<file path="src/rtl/clock_pkg.sv">
// Shared types and constants for the clock display pipeline.
// The CORDIC scheduler and its arbiter use these; there is no logic here.
package clock_pkg;

  localparam int ANGLE_W = 16;
  localparam int DATA_W  = 16;

  // Largest legal angle is ANGLE_MAX-1 degrees; anything at or above is rejected.
  localparam logic [ANGLE_W-1:0] ANGLE_MAX = 16'd360;

  typedef enum logic [1:0] {
    IDLE    = 2'd0,
    LAUNCH  = 2'd1,
    WAIT    = 2'd2,
    RESPOND = 2'd3
  } state_t;

endpackage

</file>
<file path="src/rtl/cordic_scheduler_if.sv">
// Requester-side and CORDIC-side signals of the scheduler.
// slave is the scheduler's view; master is the surrounding environment's view.
interface cordic_scheduler_if #(
  parameter int N_REQ = 4
);
  import clock_pkg::*;

  logic [N_REQ-1:0]         req;
  logic [ANGLE_W*N_REQ-1:0] req_angle;
  logic [N_REQ-1:0]         gnt;
  logic [N_REQ-1:0]         rsp_valid;
  logic signed [DATA_W-1:0] rsp_sin;
  logic signed [DATA_W-1:0] rsp_cos;
  logic                     rsp_err;
  logic                     busy;
  logic                     cordic_start;
  logic [ANGLE_W-1:0]       cordic_angle;
  logic signed [DATA_W-1:0] cordic_sin;
  logic signed [DATA_W-1:0] cordic_cos;
  logic                     cordic_done;

  modport slave (
    input  req, req_angle, cordic_sin, cordic_cos, cordic_done,
    output gnt, rsp_valid, rsp_sin, rsp_cos, rsp_err, busy,
           cordic_start, cordic_angle
  );

  modport master (
    output req, req_angle, cordic_sin, cordic_cos, cordic_done,
    input  gnt, rsp_valid, rsp_sin, rsp_cos, rsp_err, busy,
           cordic_start, cordic_angle
  );

endinterface

</file>
<file path="src/rtl/rr_arbiter.sv">
// Round-robin picker: first set request searching upward from last+1, wrapping.
// Purely combinational, zero latency; no backpressure (win is 0 when req is 0).
module rr_arbiter #(
  parameter int N_REQ = 4,
  parameter int PW    = $clog2(N_REQ)
) (
  input  logic [N_REQ-1:0] req,
  input  logic [PW-1:0]    last,
  output logic [N_REQ-1:0] win,
  output logic [PW-1:0]    win_idx
);

  logic found;

  always_comb begin
    found   = 1'b0;
    win_idx = '0;
    for (int off = 1; off <= N_REQ; off++) begin
      int cand;
      cand = (int'(last) + off) % N_REQ;
      if (!found && req[PW'(cand)]) begin
        found   = 1'b1;
        win_idx = PW'(cand);
      end
    end
    win = found ? ({{(N_REQ-1){1'b0}}, 1'b1} << win_idx) : '0;
  end

endmodule

</file>
<file path="src/rtl/cordic_scheduler.sv">
// Shares one CORDIC among N_REQ requesters round-robin, with a done watchdog.
// Grant 1 cycle after request; response 1 cycle after done (or TIMEOUT+1 after launch).
// Requesters hold req until gnt; nothing is queued beyond the req levels.
module cordic_scheduler
  import clock_pkg::*;
#(
  parameter int N_REQ   = 4,
  parameter int TIMEOUT = 63
) (
  input  logic               clk,
  input  logic               reset,
  cordic_scheduler_if.slave  bus
);

  localparam int PW = $clog2(N_REQ);
  localparam int WD = $clog2(TIMEOUT + 1);

  state_t             state;
  logic [PW-1:0]      last;
  logic [N_REQ-1:0]   cur_oh;
  logic [WD-1:0]      wdog;

  logic [N_REQ-1:0]   win;
  logic [PW-1:0]      win_idx;
  logic [ANGLE_W-1:0] win_angle;

  rr_arbiter #(
    .N_REQ (N_REQ),
    .PW    (PW)
  ) u_arb (
    .req     (bus.req),
    .last    (last),
    .win     (win),
    .win_idx (win_idx)
  );

  assign win_angle = bus.req_angle[int'(win_idx)*ANGLE_W +: ANGLE_W];

  always_ff @(posedge clk) begin
    if (reset) begin
      state            <= IDLE;
      last             <= PW'(N_REQ - 1);
      cur_oh           <= '0;
      wdog             <= '0;
      bus.gnt          <= '0;
      bus.rsp_valid    <= '0;
      bus.rsp_sin      <= '0;
      bus.rsp_cos      <= '0;
      bus.rsp_err      <= 1'b0;
      bus.busy         <= 1'b0;
      bus.cordic_start <= 1'b0;
      bus.cordic_angle <= '0;
    end else begin
      // Pulse outputs default low; each state re-asserts them for one cycle.
      bus.gnt          <= '0;
      bus.rsp_valid    <= '0;
      bus.rsp_err      <= 1'b0;
      bus.cordic_start <= 1'b0;

      case (state)
        IDLE: begin
          if (|bus.req) begin
            cur_oh   <= win;
            last     <= win_idx;
            bus.gnt  <= win;
            bus.busy <= 1'b1;
            if (win_angle < ANGLE_MAX) begin
              state            <= LAUNCH;
              bus.cordic_start <= 1'b1;
              bus.cordic_angle <= win_angle;
            end else begin
              state         <= RESPOND;
              bus.rsp_valid <= win;
              bus.rsp_err   <= 1'b1;
              bus.rsp_sin   <= '0;
              bus.rsp_cos   <= '0;
            end
          end
        end

        // A done seen here belongs to an earlier job, so it is not looked at.
        LAUNCH: begin
          wdog  <= '0;
          state <= WAIT;
        end

        WAIT: begin
          if (bus.cordic_done) begin
            state         <= RESPOND;
            bus.rsp_valid <= cur_oh;
            bus.rsp_sin   <= bus.cordic_sin;
            bus.rsp_cos   <= bus.cordic_cos;
          end else begin
            wdog <= (wdog == WD'(TIMEOUT)) ? wdog : wdog + 1'b1;
            if (wdog >= WD'(TIMEOUT - 1)) begin
              state         <= RESPOND;
              bus.rsp_valid <= cur_oh;
              bus.rsp_err   <= 1'b1;
              bus.rsp_sin   <= '0;
              bus.rsp_cos   <= '0;
            end
          end
        end

        RESPOND: begin
          state    <= IDLE;
          bus.busy <= 1'b0;
        end

        default: state <= IDLE;
      endcase
    end
  end

endmodule

</file>
<file path="src/flat_wrapper.sv">
// flat-port wrapper written by rule: the top's interface ports become plain ports
module cordic_scheduler_flat import clock_pkg::*;
#(
  parameter int N_REQ   = 4,
  parameter int TIMEOUT = 63
)
  (clk, reset, bus_req, bus_req_angle, bus_cordic_sin, bus_cordic_cos, bus_cordic_done, bus_gnt, bus_rsp_valid, bus_rsp_sin, bus_rsp_cos, bus_rsp_err, bus_busy, bus_cordic_start, bus_cordic_angle);
  cordic_scheduler_if #(.N_REQ(N_REQ)) bus_i ();
  input  logic clk;
  input  logic reset;
  input wire logic [$bits(bus_i.req)-1:0] bus_req;
  input wire logic [$bits(bus_i.req_angle)-1:0] bus_req_angle;
  input wire logic [$bits(bus_i.cordic_sin)-1:0] bus_cordic_sin;
  input wire logic [$bits(bus_i.cordic_cos)-1:0] bus_cordic_cos;
  input wire logic [$bits(bus_i.cordic_done)-1:0] bus_cordic_done;
  output wire logic [$bits(bus_i.gnt)-1:0] bus_gnt;
  output wire logic [$bits(bus_i.rsp_valid)-1:0] bus_rsp_valid;
  output wire logic [$bits(bus_i.rsp_sin)-1:0] bus_rsp_sin;
  output wire logic [$bits(bus_i.rsp_cos)-1:0] bus_rsp_cos;
  output wire logic [$bits(bus_i.rsp_err)-1:0] bus_rsp_err;
  output wire logic [$bits(bus_i.busy)-1:0] bus_busy;
  output wire logic [$bits(bus_i.cordic_start)-1:0] bus_cordic_start;
  output wire logic [$bits(bus_i.cordic_angle)-1:0] bus_cordic_angle;
  assign bus_i.req = bus_req;
  assign bus_i.req_angle = bus_req_angle;
  assign bus_i.cordic_sin = bus_cordic_sin;
  assign bus_i.cordic_cos = bus_cordic_cos;
  assign bus_i.cordic_done = bus_cordic_done;
  assign bus_gnt = bus_i.gnt;
  assign bus_rsp_valid = bus_i.rsp_valid;
  assign bus_rsp_sin = bus_i.rsp_sin;
  assign bus_rsp_cos = bus_i.rsp_cos;
  assign bus_rsp_err = bus_i.rsp_err;
  assign bus_busy = bus_i.busy;
  assign bus_cordic_start = bus_i.cordic_start;
  assign bus_cordic_angle = bus_i.cordic_angle;
  cordic_scheduler #(.N_REQ(N_REQ), .TIMEOUT(TIMEOUT)) u_core (.clk(clk), .reset(reset), .bus(bus_i));
endmodule
</file>
<file path="config.mk">
export PLATFORM = sky130hd
export DESIGN_NAME = cordic_scheduler_flat
export DESIGN_NICKNAME = d
export VERILOG_FILES = /design/src/rtl/clock_pkg.sv /design/src/rtl/cordic_scheduler_if.sv /design/src/rtl/rr_arbiter.sv /design/src/rtl/cordic_scheduler.sv /design/src/flat_wrapper.sv
export SDC_FILE = /design/constraint.sdc
export NUM_CORES = 1
export LEC_CHECK = 0
export CAP_MARGIN = 20
export CORE_ASPECT_RATIO = 1.25
export CORE_MARGIN = 2
export CORE_UTILIZATION = 40
export CTS_BUF_LIST = sky130_fd_sc_hd__clkbuf_4 sky130_fd_sc_hd__clkbuf_8
export CTS_CLUSTER_SIZE = 24
export DETAILED_ROUTE_END_ITERATION = 10
export PLACE_DENSITY = 0.8
export SLEW_MARGIN = 25
export SYNTH_ARGS = -nofsm -noshare
export SYNTH_HDL_FRONTEND = slang
export SYNTH_HIERARCHICAL = 1
export SYNTH_SLANG_ARGS = --single-unit
</file>
<file path="constraint.sdc">
create_clock -name clk -period 5 [get_ports clk]
set_input_delay 0.5 -clock clk [delete_from_list [all_inputs] [get_ports clk]]
set_output_delay 0.5 -clock clk [all_outputs]
set_load 0.005 [all_outputs]
</file>
==> summary.md, run 1 <==
| Metric | Value |
|---|---|
| Status | finished clean |
| Top cell by count, worst path | o21ai_1 |
| Syn Std Cell Area | 3210 sq um |
| Hold Path Class | reg2reg |
| Worst setup path class | in2reg |
| Sequential share of the synthesized area | 0.455 |
| GP Congestion | 0.850 |
| Worst-margin pin slew | 865 ps |
| EDFF count, synth | 0 |
| Fmax | 0.258 GHz |
| Site Rows | 36 |
| Library cells used by synthesis | 53 |
| Clk_lat worst skew | 340 ps |
| PwrDens | 395 nW/um^2 |
| Clk sinks | 73 |
| Commonest cells post-synth | 73 x dfxtp_1, 36 x a22o_1, 31 x nor2_1 |
| Post-route ant nets | 0 |
| Worst path max stage delay | 750 ps |
| Post-Route Setup TNS | 0 ps |
| Synth top area share | 0.455 |
| Synth Warn # | 6 |
| Placed wire-length estimate | 6510 um |
| Nets | 574 |
| Most frequent cell after synthesis | dfxtp_1 |
| Min Tclk post-route | 3870 ps |
| Slew headroom | 0.423 |
| Synth Register Bits | 73 |
| Largest net degree at the start of global routing | 33 |
| Met3 Wirelength | 626 um |
| First drt pass iteration count | 5 |
| Final WS setup | 1130 ps |
| First-pass GRT wire length | 13600 um |
| DIE WIDTH | 84.2 um |
| Syn_area_per_cell | 10.5 sq um |
| CP endpoint kind | flip-flop |
| Critical path launch point type | primary input |
| Met1 WL | 3410 um |
| Residual DRC | 0 |
| CP arrival | 4150 ps |
| CORE AREA | 7790 sq um |
| Avg WL per Cell | 14.7 um |
| Cells after DPL | 549 |
| Die height | 104 um |
| Slowest cell on crit path | a31oi_4 |
| Cts repair resizes | 0 |
| Starting DRT DRC Count | 75 |
| Postcts setup bufs | 0 |
| Layout cells sized above 1 | 0.0809 |
| Grt ovf | 0 |
| WL final | 8320 um |
| Final period utilization | 0.775 |
| TritonCTS clock tree | done |
| Global-route usage over all layers | 0.190 |
| Max IR drop VDD | 0.000229 V |
| Clock buffer count from CTS | 9 |
| Top cells by area, synth | dfxtp_1 45%, a22o_1 9.8%, mux4_2 4.9% |
| Diodes inserted | 0 |
| Syn_nets | 416 |
| Max cap viols | 0 |
| Hold_buf cts | 0 |
| Area Growth Syn to Fin | 56.7% |
| Post-Syn Instances | 307 |
| Leak | 1.93 nW |
| Vias in the first global route | 2925 |
| Critical path, cell by cell | clkdlybuf4s50_1 > o21ai_1 > o21ai_1 > a211oi_2 > buf_4 > nor4b_1 > nand2_1 > nand3b_1 > nand4_4 > a31oi_4 > a22o_1 |
| IO Count | 162 |
| Crit path buf inv count | 2 |
| Via count | 2932 |
| Final setup skew | 5.67 ps |
| CTS Root Buffer Type | clkbuf_8 |
| I/O Buffers | 161 |
| Final Non-Filler Cells | 565 |
| Fraction of registers with async set/reset | 0 |
| Clock-pin slew on the worst setup and hold paths | 70 ps |
| DIE AREA | 8770 sq um |
| H-tree depth | 3 |
| Top Metal Used | met4 |
| Met2 wire length | 4120 um |
| Final Hold Viols | 0 |
| Worst EP required | 5280 ps |
| Initial antenna violation count | 0 |
| Clock buffer depth | 2 |
| Starting Density | 0.412 |
| Worst slack at placement | 774 ps |
| Finish-stage setup viols | 0 |
| Top delay family on crit path | compound AO/OA/AOI/OAI gates |
| Dominant synthesized flop cell | dfxtp_1 |
| Yosys top cell by area | dfxtp_1 |
| Worst-path maximum fanout | 32 |
| Hold slack | 458 ps |
| Max-slew violation count | 0 |
| RSZ-0062 raised after global routing | no |
| Vias per cell | 5.19 |
sequential cells by signal, summed over array words and instances (netlist names):
register                 count
u_core/bus.busy              1
u_core/bus.cordic_angle     16
u_core/bus.cordic_start      1
u_core/bus.gnt               4
u_core/bus.rsp_cos          16
u_core/bus.rsp_err           1
u_core/bus.rsp_sin          16
u_core/bus.rsp_valid         4
u_core/cur_oh                4
u_core/last                  2
u_core/state                 2
u_core/wdog                  6
cells by family after synthesis:
kind of cell / share of synthesized area
xor gates and xnor gates: 0.0109
AOI/OAI and AO/OA: 0.206
muxes: 0.0857
buffers and inverters: 0.0526
and+or+nand+nor: 0.167
DFF: 0.455
adders and majority gates: 0.0234
report_power, final:
group	internal, mW	switching (mW)
clock network	0.248	0.207
logic	0.405	0.384
registers	0.676	0.0684
total	1.33	0.659
metrics by stage:
stage               utilization  cell area, sq um  power [mW]
finish                    0.646              5040        1.99
global route              0.646              5040        2.11
CTS                       0.646              5040        2.01
detailed placement        0.621              4840        1.55
global placement          0.621              4840        1.52
floorplan                     -              3210        1.25
cell usage in the layout, fill, tap and decap left out, drive strengths merged, types with 8 or more instances in the layout:
cell	instances
a21oi	14
a22o	36
and2	12
clkbuf	11
clkdlybuf4s50	161
dfxtp	73
mux2i	8
mux4	8
nand2	26
nor2	31
worst reg2reg max path: stages, from the launching register on:
cell      delay (ps)
dfxtp_1          440
and2b_1          280
a21oi_1           40
o221ai_1         190
buf_4            260
mux4_2           540
or2_4            270
a31oi_4          310
nand4_4          140
a31oi_4          750
a22o_1           280
worst paths after layout:
check,slack [ps],startpoint,cells after the start,to
setup reg to reg,1430,u_core/last[1],10,u_core/bus.rsp_sin[0]
hold reg to reg,460,u_core/cur_oh[2],2,u_core/cur_oh[2]
hold / removal,460,u_core/cur_oh[2],2,u_core/cur_oh[2]
setup / recovery,1130,bus_req[0],11,u_core/bus.rsp_sin[0]
area by class of cell:
type | count | area, sq um
Inverter | 7 | 26.3
Multi-Input combinational cell | 209 | 1590
Tap cell | 95 | 119
Sequential cell | 73 | 1460
Clock buffer | 11 | 145
Clock inverter | 5 | 55.1
Timing Repair Buffer | 165 | 1640
Fill cell | 619 | 2760
per-layer routing:
layer | vias up | global-route usage
li1 | 1438 | -
met1 | 1332 | 0.221
met2 | 142 | 0.332
met3 | 20 | 0.0460
met4 | 0 | 0.0737
met5 | - | 0
(Power assumes the default switching activity.)
==> inputs of run 2 (changes only) <==
==> constraint.sdc (replaced) <==
create_clock -name clk -period 4 [get_ports clk]
set_input_delay 0.4 -clock clk [delete_from_list [all_inputs] [get_ports clk]]
set_output_delay 0.4 -clock clk [all_outputs]
set_load 0.005 [all_outputs]
==> summary.md, run 2 (same netlist as run 1, synthesis figures left out) <==
| Metric | Value |
|---|---|
| Site Rows | 36 |
| WL final | 8340 um |
| Layout cells sized above 1 | 0.0828 |
| Clk sinks | 73 |
| Worst setup path class | in2reg |
| Hold_buf cts | 0 |
| Vias per cell | 5.22 |
| Most common cell after layout, fill and taps aside | clkdlybuf4s50_1 |
| Final Hold Viols | 0 |
| Postcts setup bufs | 0 |
| Status | finished clean |
| DIE AREA | 8770 sq um |
| TritonCTS clock tree | done |
| Final period utilization | 0.846 |
| CP arrival | 3660 ps |
| Most frequent cells in the layout | 161 x clkdlybuf4s50_1, 73 x dfxtp_1, 36 x a22o_1 |
| Clock-pin slew on the worst setup and hold paths | 70 ps |
| PwrDens | 528 nW/um^2 |
| Cts repair resizes | 0 |
| Starting Density | 0.412 |
| Filler cell count | 631 |
| Post-route ant nets | 0 |
| CP endpoint kind | flip-flop |
| Post-Route Setup TNS | 0 ps |
| First drt pass iteration count | 4 |
| Vias in the first global route | 2963 |
| Worst-margin pin slew | 744 ps |
| Slew headroom | 0.503 |
| I/O Buffers | 161 |
| Min Tclk post-route | 3380 ps |
| CTS Root Buffer Type | clkbuf_8 |
| Residual DRC | 0 |
| Max-slew violation count | 0 |
| Initial antenna violation count | 0 |
| CORE AREA | 7790 sq um |
| H-tree depth | 3 |
| Finished Cell Area | 5140 sq um |
| Grt ovf | 0 |
| Diodes inserted | 0 |
| Worst EP required | 4280 ps |
| Worst-path maximum fanout | 32 |
| DIE WIDTH | 84.2 um |
| Placed cell area | 4860 sq um |
| Placed wire-length estimate | 6430 um |
| First-pass GRT wire length | 13600 um |
| Nets | 576 |
| Finish-stage setup viols | 0 |
| Via count | 2953 |
| Largest registers | u_core/bus.cordic_angle x16, u_core/bus.rsp_cos x16, u_core/bus.rsp_sin x16 |
| Max IR drop VDD | 0.000335 V |
| Hold Path Class | reg2reg |
| Clk_lat worst skew | 340 ps |
| Pwr Total | 2.71 mW |
| GP Congestion | 0.840 |
| Clock buffer depth | 2 |
| Clock buffer count from CTS | 9 |
| Final setup skew | 6.90 ps |
| Die height | 104 um |
| IO Count | 162 |
| Critical path launch point type | primary input |
| Global-route usage over all layers | 0.190 |
| RSZ-0062 raised after global routing | no |
| Area Growth Syn to Fin | 60.0% |
| Avg WL per Cell | 14.7 um |
| Starting DRT DRC Count | 75 |
| Largest net degree at the start of global routing | 33 |
| Leak | 1.98 nW |
| Fmax | 0.296 GHz |
| Max cap viols | 0 |
run 2: worst max-delay path, stage by stage:
cell and delay, ps:
clkdlybuf4s50_1 680, a21oi_1 120, o221ai_1 200, buf_4 260, mux4_2 530, or2_4 270
a31oi_4 310, nand4_4 140, a31oi_4 200, buf_4 330, a22o_1 210
run 2: routing by layer:
metal  wire (um)  part of all wire  track usage
met5           0                 0            0
met4          76            0.0091       0.0576
met2        4250              0.51        0.344
met3         635             0.076       0.0563
met1        3370              0.40        0.212
run 2: through the flow:
stage          instances  hold slack, ps  setup WS [ps]  utilization
2_1_floorplan        307             436            956            -
3_3_place_gp         551             443            222        0.623
3_5_place_dp         551             444            244        0.624
4_1_cts              566             465            626        0.660
5_1_grt              566             486            392        0.660
6_report             566             461            618        0.660
run 2: final timing paths:
| path | slack [ps] | cells past startpoint | start | end |
|---|---|---|---|---|
| worst max-delay path | 620 | 11 | bus_req[3] | u_core/bus.rsp_cos[11] |
| worst min-delay path | 460 | 1 | u_core/bus.cordic_angle[12] | u_core/bus.cordic_angle[12] |
| worst max register to register | 690 | 11 | u_core/last[1] | u_core/bus.rsp_cos[11] |
| worst min register to register | 460 | 1 | u_core/bus.cordic_angle[12] | u_core/bus.cordic_angle[12] |
run 2: final cells by class:
cell class	instances	area [sq um]	share of cell area
repair buffers	167	1660	0.322
clock inverters	6	155	0.0302
clock buffers	9	124	0.0241
flip-flops and latches	73	1460	0.284
multi-input cells	209	1600	0.311
inverters	7	26.3	0.00511
well taps	95	119	0.0231
run 2: report_power, final:
group | internal [mW] | switching [mW] | total [mW] | leakage [nW]
Clock | 0.536 | 0.257 | 0.793 | 0.139
Combinational | 0.512 | 0.480 | 0.992 | 1.25
Sequential | 0.846 | 0.0838 | 0.929 | 0.593
Total | 1.89 | 0.820 | 2.71 | 1.98
==> inputs of run 3 (changes only) <==
==> constraint.sdc (replaced) <==
create_clock -name clk -period 3.3 [get_ports clk]
set_input_delay 0.33 -clock clk [delete_from_list [all_inputs] [get_ports clk]]
set_output_delay 0.33 -clock clk [all_outputs]
set_load 0.005 [all_outputs]
==> summary.md, run 3 (same netlist as run 1, synthesis figures left out) <==
| Metric | Value |
|---|---|
| Most common cell after layout, fill and taps aside | clkdlybuf4s50_1 |
| Top delay family on crit path | buffers and inverters |
| Worst setup path class | in2reg |
| Clock buffer count from CTS | 9 |
| Postcts setup bufs | 0 |
| Starting DRT DRC Count | 73 |
| Hold Path Class | reg2reg |
| Residual DRC | 0 |
| Finish-stage setup viols | 0 |
| Area Growth Syn to Fin | 60.9% |
| Die height | 104 um |
| IO Count | 162 |
| Via count | 2986 |
| Max IR drop VDD | 0.000407 V |
| Worst path max stage delay | 440 ps |
| WL final | 8540 um |
| Worst slack at placement | -44.7 ps |
| GP Congestion | 0.831 |
| CORE AREA | 7790 sq um |
| Initial antenna violation count | 0 |
| Placed cell area | 4970 sq um |
| Largest registers | u_core/bus.cordic_angle x16, u_core/bus.rsp_cos x16, u_core/bus.rsp_sin x16 |
| DIE AREA | 8770 sq um |
| Site Rows | 36 |
| Final setup skew | 10.3 ps |
| TritonCTS clock tree | done |
| CTS Root Buffer Type | clkbuf_8 |
| Switching share of power | 0.331 |
| Cts repair resizes | 0 |
| First drt pass iteration count | 4 |
| Slew headroom | 0.603 |
| I/O Buffers | 161 |
| Max cap viols | 0 |
| Vias in the first global route | 3085 |
| CP arrival | 3270 ps |
| First-pass GRT wire length | 14100 um |
| CP endpoint kind | flip-flop |
| Clk_lat worst skew | 340 ps |
| Crit path buf inv count | 5 |
| RSZ-0062 raised after global routing | no |
| Pwr Total | 3.13 mW |
| Area of the multi-input gates | 1590 sq um |
| Status | finished clean |
| Clk sinks | 73 |
| Avg WL per Cell | 14.8 um |
| H-tree depth | 3 |
| Final period utilization | 0.905 |
| Final Hold Viols | 0 |
| DIE WIDTH | 84.2 um |
| Leak | 2.01 nW |
| Fmax | 0.335 GHz |
| Finished Cell Area | 5170 sq um |
| Filler cell count | 629 |
| Layout cells sized above 1 | 0.107 |
| Critical path launch point type | primary input |
| Combinational power share | 0.418 |
| Clk network pwr share | 0.225 |
| Worst EP required | 3590 ps |
| Clock-pin slew on the worst setup and hold paths | 80 ps |
| Starting Density | 0.412 |
| Largest net degree at the start of global routing | 33 |
| Critical path, cell by cell | clkdlybuf4s50_1 > buf_4 > o21ai_1 > o21ai_1 > a211oi_2 > buf_4 > buf_4 > nor4b_1 > nand2_1 > nand3b_1 > nand4_4 > a31oi_4 > buf_12 > a22o_1 |
| Min Tclk post-route | 2990 ps |
| Most frequent cells in the layout | 161 x clkdlybuf4s50_1, 73 x dfxtp_1, 36 x a22o_1 |
| Vias per cell | 5.16 |
| Psw | 1.03 mW |
| Worst-path maximum fanout | 32 |
| Top cell by count, worst path | buf_4 |
| Reg area | 1460 sq um |
| Worst-margin pin slew | 594 ps |
| Sequential power share | 0.357 |
| Max-slew violation count | 0 |
| Diodes inserted | 0 |
| Grt ovf | 0 |
| Nets | 588 |
| Hold_buf cts | 0 |
| Global-route usage over all layers | 0.197 |
| Placed wire-length estimate | 6750 um |
| R2R Setup Slk | 400 ps |
| Post-route ant nets | 0 |
| Final WS setup | 314 ps |
| PwrDens | 605 nW/um^2 |
| Slowest cell on crit path | clkdlybuf4s50_1 |
| Internal power | 2.09 mW |
| Clock buffer depth | 2 |
run 3: layout make-up:
| cell class | instances | area share |
|---|---|---|
| Clock buffer | 10 | 0.0266 |
| Timing Repair Buffer | 179 | 0.343 |
| Clock inverter | 6 | 0.0126 |
| Tap cell | 95 | 0.0230 |
| Sequential cell | 73 | 0.283 |
| Inverter | 7 | 0.00508 |
| Multi-Input combinational cell | 209 | 0.307 |
run 3: worst register-to-register path, cell delays in order (launching register included):
cell and delay (ps):
dfxtp_1 350, and2b_1 230, a21oi_1 40, o221ai_1 190
buf_4 190, mux4_2 510, or2_4 270, a31oi_4 310
nand4_4 150, a31oi_4 230, buf_12 200, a22o_1 180
run 3: path summary, 6_finish.rpt:
kind / from / endpoint / cells past startpoint
max: bus_req[0] / u_core/bus.rsp_cos[6] / 14
min: u_core/cur_oh[1] / u_core/cur_oh[1] / 2
max reg2reg: u_core/last[1] / u_core/bus.rsp_cos[6] / 11
min reg2reg: u_core/cur_oh[1] / u_core/cur_oh[1] / 2
run 3: through the flow:
stage          setup TNS [ps]   util  cells  hold WS (ps)
3_3_place_gp                0  0.637    563           443
2_1_floorplan               0      -    307           436
3_5_place_dp            -1060  0.637    563           448
5_1_grt                     0  0.663    579           480
6_report                    0  0.663    579           461
4_1_cts                     0  0.663    579           464
run 3: per-layer routing:
layer  track usage  up-vias  wire [um]
met5             0        -          0
met4        0.0668        0         93
li1              -     1460          -
met3        0.0556       10        687
met1         0.219     1382       3380
met2         0.357      134       4380
run 3: power groups by stage:
stage	combinational, mW	sequential [mW]	clock (mW)
after floorplan	0.776	1.12	0
after global placement	1.28	1.13	0
after detailed placement	1.31	1.14	0
after CTS	1.32	1.12	0.718
after global routing	1.43	1.14	0.750
final	1.31	1.12	0.703
